[src/rtl/fifo_rd_ctrl_pkg.sv]
// Shared definitions for the FIFO read-side sequencer: FSM encodings,
// output buffer depth, statistics width and a saturating adder.
package fifo_rd_ctrl_pkg;

   typedef enum logic [1:0] {
      ST_RUN   = 2'd0,
      ST_DRAIN = 2'd1,
      ST_DONE  = 2'd2
   } state_t;

   localparam int OB_DEPTH = 3;
   localparam int STAT_W   = 16;

   // Add a small increment to a counter, sticking at all-ones.
   function automatic logic [STAT_W-1:0] sat_add(input logic [STAT_W-1:0] a,
                                                 input logic [2:0]        inc);
      logic [STAT_W:0] s;
      s = {1'b0, a} + {{(STAT_W-2){1'b0}}, inc};
      return s[STAT_W] ? {STAT_W{1'b1}} : s[STAT_W-1:0];
   endfunction

endpackage

[src/rtl/fifo_rd_ctrl_if.sv]
// Bus bundle between the read sequencer, the async FIFO read port and the
// byte-stream consumer. master = sequencer side, slave = FIFO/consumer side.
interface fifo_rd_ctrl_if #(
   parameter int D_W = 8,
   parameter int A_W = 8
);
   logic           fifo_rdreq;
   logic [D_W-1:0] fifo_q;
   logic           fifo_rdempty;
   logic [A_W:0]   fifo_rdusedw;
   logic           m_valid;
   logic           m_ready;
   logic [D_W-1:0] m_data;

   modport master (
      output fifo_rdreq, m_valid, m_data,
      input  fifo_q, fifo_rdempty, fifo_rdusedw, m_ready
   );

   modport slave (
      input  fifo_rdreq, m_valid, m_data,
      output fifo_q, fifo_rdempty, fifo_rdusedw, m_ready
   );
endinterface

[src/rtl/fifo_rd_ctrl_obuf.sv]
// fifo_rd_obuf: 3-entry register buffer absorbing the FIFO read latency.
// Entry 0 is always the head; a pop shifts the entries down and a push lands
// in the first free slot after that shift. clr empties the buffer and wins
// over push/pop.
module fifo_rd_obuf
   import fifo_rd_ctrl_pkg::*;
#(
   parameter int D_W = 8
) (
   input  logic           clk,
   input  logic           rst_n,
   input  logic           push,
   input  logic           pop,
   input  logic           clr,
   input  logic [D_W-1:0] din,
   output logic [1:0]     occ,
   output logic [D_W-1:0] head
);
   logic [OB_DEPTH-1:0][D_W-1:0] mem;
   logic [1:0]                   occ_q;
   logic                         pop_ok;
   logic [1:0]                   wr_idx;

   assign pop_ok = pop & (occ_q != 2'd0);
   assign wr_idx = pop_ok ? occ_q - 2'd1 : occ_q;
   assign occ    = occ_q;
   assign head   = mem[0];

   // shift on pop, write incoming word behind the surviving entries
   always_ff @(posedge clk or negedge rst_n) begin
      if (!rst_n) begin
         mem   <= '0;
         occ_q <= '0;
      end else if (clr) begin
         occ_q <= '0;
      end else begin
         if (pop_ok)
            for (int i = 0; i < OB_DEPTH-1; i++) mem[i] <= mem[i+1];
         if (push) mem[wr_idx] <= din;
         occ_q <= occ_q + {1'b0, push} - {1'b0, pop_ok};
      end
   end

   // credit logic upstream must never push into a full buffer
   assert property (@(posedge clk) disable iff (!rst_n)
      !(push && !pop_ok && !clr && occ_q == 2'(OB_DEPTH)));

endmodule

[src/rtl/fifo_rd_ctrl.sv]
// fifo_rd_ctrl: read-side sequencer for the 256x8 async FIFO (rdclk domain).
// Issues credit-limited reads, buffers returned words in fifo_rd_obuf and
// presents a valid/ready byte stream. flush drains and discards everything.
// Optional statistics counters are built when FIFO_RD_CTRL_STAT_EN is defined.
module fifo_rd_ctrl
   import fifo_rd_ctrl_pkg::*;
#(
   parameter int D_W = 8,
   parameter int A_W = 8
) (
   input  logic              rdclk,
   input  logic              rd_rst,
   input  logic              en,
   input  logic              flush,
   input  logic [A_W:0]      level_thr,
   fifo_rd_ctrl_if.master    bus,
   output logic              busy,
   output logic              flush_done,
   output logic              irq_level,
   output logic [STAT_W-1:0] stat_dlv,
   output logic [STAT_W-1:0] stat_drop
);
   state_t         state, state_nxt;
   logic           inflight;
   logic           armed;
   logic           rdreq;
   logic [1:0]     ob_occ;
   logic           pop, push, clr, credit_ok;
   logic [A_W+1:0] level_sum;

   assign pop       = bus.m_valid & bus.m_ready;
   assign clr       = flush & (state == ST_RUN);
   assign push      = inflight & (state == ST_RUN);
   // only registered terms: no path from m_ready to fifo_rdreq
   assign credit_ok = ({1'b0, ob_occ} + {2'b00, inflight}) < 3'(OB_DEPTH);
   assign bus.m_valid = (ob_occ != 2'd0);

   // FSM state register
   always_ff @(posedge rdclk or negedge rd_rst) begin
      if (!rd_rst) state <= ST_RUN;
      else         state <= state_nxt;
   end

   // FSM next state: flush drains until the FIFO is empty and nothing is in flight
   always_comb begin
      state_nxt = state;
      case (state)
         ST_RUN:   if (flush) state_nxt = ST_DRAIN;
         ST_DRAIN: if (bus.fifo_rdempty && !inflight) state_nxt = ST_DONE;
         ST_DONE:  state_nxt = ST_RUN;
         default:  state_nxt = ST_RUN;
      endcase
   end

   // FSM outputs: read issue per state and the done pulse
   always_comb begin
      rdreq      = 1'b0;
      flush_done = 1'b0;
      case (state)
         ST_RUN:   rdreq = armed & en & !bus.fifo_rdempty & credit_ok;
         ST_DRAIN: rdreq = armed & !bus.fifo_rdempty;
         ST_DONE:  flush_done = 1'b1;
         default:  ;
      endcase
   end
   assign bus.fifo_rdreq = rdreq;

   // read pipeline: armed keeps rdreq low while reset is held; inflight tracks RAM latency
   always_ff @(posedge rdclk or negedge rd_rst) begin
      if (!rd_rst) begin
         armed    <= 1'b0;
         inflight <= 1'b0;
      end else begin
         armed    <= 1'b1;
         inflight <= rdreq;
      end
   end

   fifo_rd_obuf #(.D_W(D_W)) u_obuf (
      .clk   (rdclk),
      .rst_n (rd_rst),
      .push  (push),
      .pop   (pop),
      .clr   (clr),
      .din   (bus.fifo_q),
      .occ   (ob_occ),
      .head  (bus.m_data)
   );

   assign level_sum = {1'b0, bus.fifo_rdusedw} + {{A_W{1'b0}}, ob_occ};

   // level interrupt, held low whenever the next state is not RUN
   always_ff @(posedge rdclk or negedge rd_rst) begin
      if (!rd_rst) irq_level <= 1'b0;
      else         irq_level <= (state_nxt == ST_RUN) && (level_sum >= {1'b0, level_thr});
   end

   assign busy = (state != ST_RUN) | (ob_occ != 2'd0) | inflight;

`ifdef FIFO_RD_CTRL_STAT_EN
   logic [2:0] drop_inc;

   // words lost this cycle: unpopped buffer entries plus a landing word on flush, returns in DRAIN
   always_comb begin
      drop_inc = 3'd0;
      if (clr)
         drop_inc = {1'b0, ob_occ - {1'b0, pop}} + {2'b00, inflight};
      else if (state == ST_DRAIN)
         drop_inc = {2'b00, inflight};
   end

   // saturating delivery and drop counters, cleared only by reset
   always_ff @(posedge rdclk or negedge rd_rst) begin
      if (!rd_rst) begin
         stat_dlv  <= '0;
         stat_drop <= '0;
      end else begin
         stat_dlv  <= sat_add(stat_dlv, {2'b00, pop});
         stat_drop <= sat_add(stat_drop, drop_inc);
      end
   end
`else
   assign stat_dlv  = '0;
   assign stat_drop = '0;
`endif

endmodule
[src/flat_wrapper.sv]
// flat-port wrapper written by rule: the top's interface ports become plain ports
module fifo_rd_ctrl_flat import fifo_rd_ctrl_pkg::*;
#(
   parameter int D_W = 8,
   parameter int A_W = 8
)
  (rdclk, rd_rst, en, flush, level_thr, busy, flush_done, irq_level, stat_dlv, stat_drop, bus_fifo_rdreq, bus_m_valid, bus_m_data, bus_fifo_q, bus_fifo_rdempty, bus_fifo_rdusedw, bus_m_ready);
  fifo_rd_ctrl_if #(.D_W(D_W), .A_W(A_W)) bus_i ();
  input  logic rdclk;
  input  logic rd_rst;
  input  logic en;
  input  logic flush;
  input  logic [A_W:0] level_thr;
  output logic busy;
  output logic flush_done;
  output logic irq_level;
  output logic [STAT_W-1:0] stat_dlv;
  output logic [STAT_W-1:0] stat_drop;
  output wire logic [$bits(bus_i.fifo_rdreq)-1:0] bus_fifo_rdreq;
  output wire logic [$bits(bus_i.m_valid)-1:0] bus_m_valid;
  output wire logic [$bits(bus_i.m_data)-1:0] bus_m_data;
  input wire logic [$bits(bus_i.fifo_q)-1:0] bus_fifo_q;
  input wire logic [$bits(bus_i.fifo_rdempty)-1:0] bus_fifo_rdempty;
  input wire logic [$bits(bus_i.fifo_rdusedw)-1:0] bus_fifo_rdusedw;
  input wire logic [$bits(bus_i.m_ready)-1:0] bus_m_ready;
  assign bus_fifo_rdreq = bus_i.fifo_rdreq;
  assign bus_m_valid = bus_i.m_valid;
  assign bus_m_data = bus_i.m_data;
  assign bus_i.fifo_q = bus_fifo_q;
  assign bus_i.fifo_rdempty = bus_fifo_rdempty;
  assign bus_i.fifo_rdusedw = bus_fifo_rdusedw;
  assign bus_i.m_ready = bus_m_ready;
  fifo_rd_ctrl #(.D_W(D_W), .A_W(A_W)) u_core (.rdclk(rdclk), .rd_rst(rd_rst), .en(en), .flush(flush), .level_thr(level_thr), .bus(bus_i), .busy(busy), .flush_done(flush_done), .irq_level(irq_level), .stat_dlv(stat_dlv), .stat_drop(stat_drop));
endmodule
[config.mk]
export PLATFORM = sky130hd
export DESIGN_NAME = fifo_rd_ctrl_flat
export DESIGN_NICKNAME = d
export VERILOG_FILES = /design/src/rtl/fifo_rd_ctrl_pkg.sv /design/src/rtl/fifo_rd_ctrl_if.sv /design/src/rtl/fifo_rd_ctrl_obuf.sv /design/src/rtl/fifo_rd_ctrl.sv /design/src/flat_wrapper.sv
export SDC_FILE = /design/constraint.sdc
export NUM_CORES = 1
export LEC_CHECK = 0
export CAP_MARGIN = 20
export CORE_MARGIN = 3
export CORE_UTILIZATION = 41
export DETAILED_ROUTE_END_ITERATION = 10
export PLACE_DENSITY = 0.88
export SKIP_LAST_GASP = 1
export SYNTH_ARGS = -nofsm -noshare
export SYNTH_HDL_FRONTEND = slang
export SYNTH_HIERARCHICAL = 1
export SYNTH_SLANG_ARGS = --single-unit
[constraint.sdc]
create_clock -name rdclk -period 2.3 [get_ports rdclk]
set_input_delay 0.345 -clock rdclk [delete_from_list [all_inputs] [get_ports rdclk]]
set_output_delay 0.345 -clock rdclk [all_outputs]
set_load 0.01 [all_outputs]
Word-level counts from Yosys, hierarchy flattened
Cells that the tools add are included.
{"block": "op_classes", "mux": 13, "add_sub_neg": 5, "reduce_logical": 10, "eq_ne": 2, "n_lt_le_gt_ge": 4, "bitwise": 11}
{"cell": "2-to-1 mux 16 bit", "n": 3}
{"cell": "bitwise mux 24 bit", "n": 1}
{"cell": "demux 8 bit (select 2 bit)", "n": 1}
{"cell": "adder 9 x 2 -> 10 bit", "n": 1}
{"cell": "greater-or-equal comparator 10 x 9 -> 1 bit", "n": 1}
{"cell": "bitwise AND 1 bit", "n": 8}
{"cell": "2-to-1 mux 2 bit", "n": 4}
{"cell": "2-to-1 mux 8 bit", "n": 1}
{"cell": "zero test 2 bit", "n": 2}
{"cell": "case mux 2 bit (2 select lines)", "n": 1}
{"cell": "nonzero test 2 bit", "n": 2}
{"cell": "adder 2 x 1 -> 3 bit", "n": 1}
{"cell": "logical AND 1 bit", "n": 3}
{"cell": "< comparator 2 x 3 -> 1 bit (second input constant)", "n": 1}
{"cell": "< comparator 3 x 2 -> 1 bit (second input constant)", "n": 1}
{"cell": "adder 2 x 1 -> 2 bit", "n": 1}
{"cell": "equality test 2 x 1 -> 1 bit (second input constant)", "n": 1}
{"cell": "equality test 2 bit (second input constant)", "n": 1}
{"cell": "greater-or-equal comparator 2 x 1 -> 1 bit (second input constant)", "n": 1}
{"cell": "zero test 1 bit", "n": 2}
{"cell": "bitwise OR 1 bit", "n": 2}
{"cell": "case mux 1 bit (2 select lines)", "n": 1}
{"cell": "AND reduction 2 bit", "n": 1}
{"cell": "subtractor 2 x 1 -> 2 bit", "n": 1}
{"cell": "3 further kinds", "n": 3}
{"block": "totals", "output_inout_bits": 45, "ff_bits": 31}

Logic depth before layout (Yosys ltp)
{"block": "depth", "depth_word": 10, "depth_mapped": 12, "depth_no_buf": 12}

Hierarchy
Netlist, hierarchy kept.
{"module": "fifo_rd_obuf", "n_inst": 1, "seq_area_each_um2": 650.6, "area_each_um2": 1282.5, "cells_per_inst": 99}
{"module": "fifo_rd_ctrl", "n_inst": 1, "seq_area_each_um2": 125.1, "area_each_um2": 894.6, "cells_per_inst": 111}

Least setup slack after synthesis
OpenSTA, ideal clock, no wires.
{"block": "synth_path", "path_kind": "register to register", "from": "reg u_core.u_obuf.occ_q[1] (netlist: u_core/u_obuf/occ[1])", "to": "reg u_core/u_obuf/mem[10] (netlist bit)", "setup_ns": 0.126, "path_stages_with_launch": 10, "path_slack_ns": -0.195, "required_time_ns": 2.174, "n_path_buf": 0, "arrival_ns": 2.369, "cell_sequence": "dfrtp_1 > or2_1 > and2_1 > nand2b_4 > inv_1 > ha_1 > or3b_4 > a21oi_4 > nor2b_1 > a221o_1"}
{"block": "synth_between", "elab_chain_len": 10}
{"item": "start: declaration", "line_no": "fifo_rd_ctrl_obuf.sv:20", "rtl": "logic [1:0] occ_q;"}
{"item": "start signal: assignment", "line_no": "fifo_rd_ctrl_obuf.sv:40", "rtl": "occ_q <= occ_q + {1'b0, push} - {1'b0, pop_ok};"}
{"item": "nonzero test 2 bit *", "line_no": "fifo_rd_ctrl.sv:36", "rtl": "assign bus.m_valid = (ob_occ != 2'd0);"}
{"item": "named net bus_m_valid", "line_no": "flat_wrapper.sv:20", "rtl": "output wire logic [$bits(bus_i.m_valid)-1:0] bus_m_valid;"}
{"item": "bitwise AND 1 bit *", "line_no": "fifo_rd_ctrl.sv:31", "rtl": "assign pop = bus.m_valid & bus.m_ready;"}
{"item": "named net u_core.pop", "line_no": "fifo_rd_ctrl.sv:28", "rtl": "logic pop, push, clr, credit_ok;"}
{"item": "bitwise AND 1 bit *", "line_no": "fifo_rd_ctrl_obuf.sv:24", "rtl": "assign pop_ok = pop & (occ_q != 2'd0);"}
{"item": "2-to-1 mux 2 bit", "line_no": "fifo_rd_ctrl_obuf.sv:25", "rtl": "assign wr_idx = pop_ok ? occ_q - 2'd1 : occ_q;"}
{"item": "< comparator 2 x 3 -> 1 bit (implied by the code) or greater-or-equal comparator 2 x 1 -> 1 bit (tied branches)", "line_no": "fifo_rd_ctrl_obuf.sv:39", "rtl": "if (push) mem[wr_idx] <= din;"}
{"item": "logical AND 1 bit (implied by the code)", "line_no": "fifo_rd_ctrl_obuf.sv:39"}
{"item": "2-to-1 mux 8 bit (implied by the code)", "line_no": "fifo_rd_ctrl_obuf.sv:39"}
{"item": "demux 8 bit (select 2 bit)", "line_no": "fifo_rd_ctrl_obuf.sv:39"}
{"item": "bitwise mux 24 bit", "line_no": "fifo_rd_ctrl_obuf.sv:39"}
{"item": "2-to-1 mux 16 bit *", "line_no": "fifo_rd_ctrl_obuf.sv:39"}
{"item": "end signal: indexed assignment", "line_no": "fifo_rd_ctrl_obuf.sv:39"}
{"item": "end: declaration", "line_no": "fifo_rd_ctrl_obuf.sv:19", "rtl": "logic [OB_DEPTH-1:0][D_W-1:0] mem;"}
Mark *: on every way through the listed nets, which the timed path passes. The rest lies on a longest branch. The select of a mux whose other input is x is not followed.
A chain may end at the register's enable or synchronous reset.

Final worst setup path
{"block": "layout_path", "from": "reg u_core.u_obuf.occ_q[0] (netlist: u_core/u_obuf/occ[0])", "to": "reg u_core.irq_level"}
{"block": "layout_between", "elab_chain_len": 3}
{"item": "adder 9 x 2 -> 10 bit", "line_no": "fifo_rd_ctrl.sv:90", "rtl": "assign level_sum = {1'b0, bus.fifo_rdusedw} + {{A_W{1'b0}}, ob_occ};"}
{"item": "greater-or-equal comparator 10 x 9 -> 1 bit", "line_no": "fifo_rd_ctrl.sv:95", "rtl": "else irq_level <= (state_nxt == ST_RUN) && (level_sum >= {1'b0, level_thr});"}
{"item": "logical AND 1 bit", "line_no": "fifo_rd_ctrl.sv:95"}
{"item": "end signal: assignment", "line_no": "fifo_rd_ctrl.sv:95"}
{"item": "end: declaration", "line_no": "fifo_rd_ctrl.sv:19", "rtl": "output logic irq_level,"}
Every way passes these cells.

==> metrics.csv <==
stage,metric,value,unit
status,status,finished with violations,
status,failing checks,setup timing,
synthesis,Synth async-reset ratio,1.00,
clocking,Num CTS Buffers,5,
worst_setup_path,crit-path leading delay family,adder cells,
global_route,gr ovfl total,0,
final_layout,Filler Cell Count,394,
power_and_ir_drop,PwrDens,923,nW/µm²
synthesis,synth warn,6,
clocking,H-tree Lvls,2,
global_route,GRT Total Usage,0.159,
hold_path,worst min path class,primary input to asynchronous set/reset pin,
floorplan,# IOs,77,
power_and_ir_drop,register share of total power,0.314,
detailed_routing,Pre-antenna DRT Iters,4,
global_route,largest net degree at the start of global routing,32,
detailed_routing,DR iter-0 viols,103,
detailed_routing,via count,1741,
worst_setup_path,crit path cell chain,"ha_2, inv_2, fa_2, nor2_4, nand3_2, xnor2_1, ha_1, nand4_1, o22ai_1, a211o_1, a31oi_1, o21ai_1",
synthesis,Netlist cell types,41,
worst_setup_path,crit path capture type,flip-flop,
timing,Max Transition Viols Final,0,
clocking,later-pin clock latency in the skew report,0.28,ns
final_layout,ANT cells,0,
placement,dpl hpwl,3850,µm
timing,setup ws final,-0.157,ns
power_and_ir_drop,Clk pwr share,0.155,
floorplan,chip width,78.9,µm
final_layout,fin area,2860,µm²
power_and_ir_drop,Comb power frac,0.532,
timing,final worst-path cycle share,1.07,
clocking,CTS tree,done,
worst_setup_path,R2R Path Start,u_core/u_obuf/occ[0]$_DFF_PN0_,
timing,post-route setup TNS,-1.82,ns
global_route,first-pass GRT wire length,7910,µm
worst_setup_path,critical path arrival,2.61,ns
worst_setup_path,CP startpoint kind,flip-flop,
synthesis,cell area after synthesis,2180,µm²
timing,RSZ-0062 raised after global routing,yes,
global_route,initial antenna violation count,0,
placement,Placer Congestion,0.881,
timing,Worst slew margin,0.663,
placement,port bufs,44,
detailed_routing,DRT antenna net count,0,
synthesis,register area share after synthesis,0.356,
clocking,Max Root-Sink Buffers,2,
clocking,clk slew on worst S/H paths,0.07,ns
worst_setup_path,CP Buf/Inv Count,1,
final_layout,"non-filler cells, final",343,
final_layout,Nets,324,
worst_setup_path,Setup crit end,u_core/irq_level$_DFF_PN0_,
power_and_ir_drop,leakage,0.00138,µW
worst_setup_path,cell at the slowest stage of the critical path,dfrtp_1,
placement,Placement Cell Area,2710,µm²
worst_setup_path,CP max stage delay,0.38,ns
final_layout,layout cells sized above 1,0.236,
timing,final setup vio count,24,
worst_setup_path,CP Depth,12,
clocking,root buf cell,clkbuf_8,
floorplan,die area,6220,µm²
power_and_ir_drop,Switch Pwr,959,µW
worst_setup_path,length in cells of the worst reg-to-reg path,12,
power_and_ir_drop,Pint,1680,µW
synthesis,Post-synth EDFFs,0,
timing,Setup Skew,0.00953,ns
clocking,clock sinks,31,
floorplan,Die Height,78.9,µm
timing,fin crit period,2.46,ns
worst_setup_path,Crit. Startpoint,u_core/u_obuf/occ[0]$_DFF_PN0_,
synthesis,syn_area_per_cell,10.4,µm²
worst_setup_path,RR Endpoint,u_core/irq_level$_DFF_PN0_,
final_layout,final core occ,0.582,
final_layout,Syn-to-layout area delta,31.2,%
placement,Placed Cells,331,
global_route,vias in the first global route,1742,
floorplan,Core Rows,25,
worst_setup_path,worst setup path class,flip-flop to flip-flop,
worst_setup_path,CP Data Required Time,2.46,ns
worst_setup_path,CP max FO,3,
detailed_routing,drt drc,0,
detailed_routing,drt wl/cell,14.8,µm
detailed_routing,vias per cell,5.08,
timing,worst-margin pin slew,0.502,ns
floorplan,core area,4910,µm²
synthesis,"Primary FF master, synth",dfrtp_1,
clocking,# hold bufs at CTS,0,
power_and_ir_drop,peak supply drop,342,µV
detailed_routing,Routed WL,5090,µm
timing,achievable frequency,407,MHz
timing,final hold vios,0,
synthesis,Seq cells post-synth,31,
power_and_ir_drop,Sw Ratio,0.364,
floorplan,starting density of the core,0.443,
synthesis,Gate Count Post-Synth,210,
run,Max-Cap Viols,0,
worst_setup_path,R2R Setup Slk,-0.16,ns
## flip-flops by register name, indices dropped and copies added, names as in the netlist
signal	flops
u_core/u_obuf/occ	2
u_core/armed	1
u_core/inflight	1
u_core/state	2
u_core/u_obuf/head	8
u_core/u_obuf/mem	16
u_core/irq_level	1
## power by group through the flow
stage	sequential, µW	clock, µW	combinational, µW
after detailed placement	850	0	1280
final	827	408	1400
after global routing	848	454	1510
after CTS	823	415	1350
after floorplan	810	0	873
after global placement	835	0	1230
## worst min path at each step
stage                                              endpoint
final                     u_core/u_obuf/mem[20]$_DFFE_PN0P_
after global routing      u_core/u_obuf/mem[20]$_DFFE_PN0P_
after CTS                 u_core/u_obuf/mem[16]$_DFFE_PN0P_
after detailed placement  u_core/u_obuf/head[6]$_DFFE_PN0N_
after global placement    u_core/u_obuf/head[4]$_DFFE_PN0N_
after floorplan                      u_core/armed$_DFF_PN0_
## synth_stat cells, types with 4 or more instances
master	count	area share
a221o_1	16	0.074
a21oi_1	4	0.0092
and2b_1	4	0.014
inv_1	20	0.034
dfrtp_1	31	0.36
xor2_1	4	0.016
xnor2_1	5	0.020
buf_4	40	0.14
mux2_2	8	0.041
ha_1	16	0.092
nor2b_1	16	0.046
## worst register-to-register path: stages (launching register included)
cell and delay (ns):
dfrtp_1 0.38, ha_2 0.21, inv_2 0.05, fa_2 0.37
nor2_4 0.15, nand3_2 0.10, xnor2_1 0.13, ha_1 0.32
nand4_1 0.12, o22ai_1 0.09, a211o_1 0.22, a31oi_1 0.15
o21ai_1 0.07
## routing by layer
metal  GRT usage  wire length, µm  vias up
li1            -                -      795
met5           0                0        -
met1       0.186             1990      857
met2       0.283             2650       75
met3      0.0306              313       14
met4      0.0704              133        0
## cell usage in the layout (no fill, tap or decap), drive strengths merged, types with 3 or more instances in the layout
master / count
buf: 25
and2b: 4
nand3: 3
dfrtp: 31
nor2b: 16
xor2: 4
nor2: 3
nand4: 3
clkdlybuf4s50: 40
a31oi: 3
mux2: 8
dlygate4sd2: 3
ha: 16
clkbuf: 6
a221o: 16
conb: 33
o21ai: 3
xnor2: 5
inv: 20
a21oi: 6
nand2: 3
## cells by family (layout without fill, tap and decap cells)
logic type | Yosys count | in the layout | share of synthesized area
compound gates | 33 | 33 | 0.134
xor+xnor | 9 | 9 | 0.0362
fa+ha+maj | 17 | 17 | 0.101
buf+inv | 62 | 97 | 0.177
flops | 31 | 31 | 0.356
mux | 9 | 9 | 0.0460
other cells | 2 | 33 | 0.00345
simple gates | 47 | 47 | 0.146
## timing repair
action / in CTS / in global routing
buffers inserted: 3 / 1
pin swaps: 14 / 11
resized for setup: 6 / 6
endpoints found under the setup margin: 11 / 27
endpoints found under the hold margin: 0 / 0
## cell type report
type / count / area [µm²] / share of cell area
Clock buffer: 5 / 68.8 / 0.0241
Clock inverter: 3 / 20.0 / 0.00701
Inverter: 20 / 75.1 / 0.0263
Multi-Input combinational cell: 148 / 1210 / 0.423
Sequential cell: 31 / 777 / 0.272
Tap cell: 67 / 83.8 / 0.0293
Timing Repair Buffer: 69 / 623 / 0.218
## through the flow
stage          hold WS (ns)  total power [µW]  setup WS, ns
6_report              0.448              2640        -0.157
5_1_grt               0.468              2810        -0.240
4_1_cts               0.456              2590        -0.140
3_5_place_dp          0.488              2130        -0.541
3_3_place_gp          0.480              2060        -0.469
2_1_floorplan        0.0494              1680        0.0145
(Power assumes the default switching activity.)
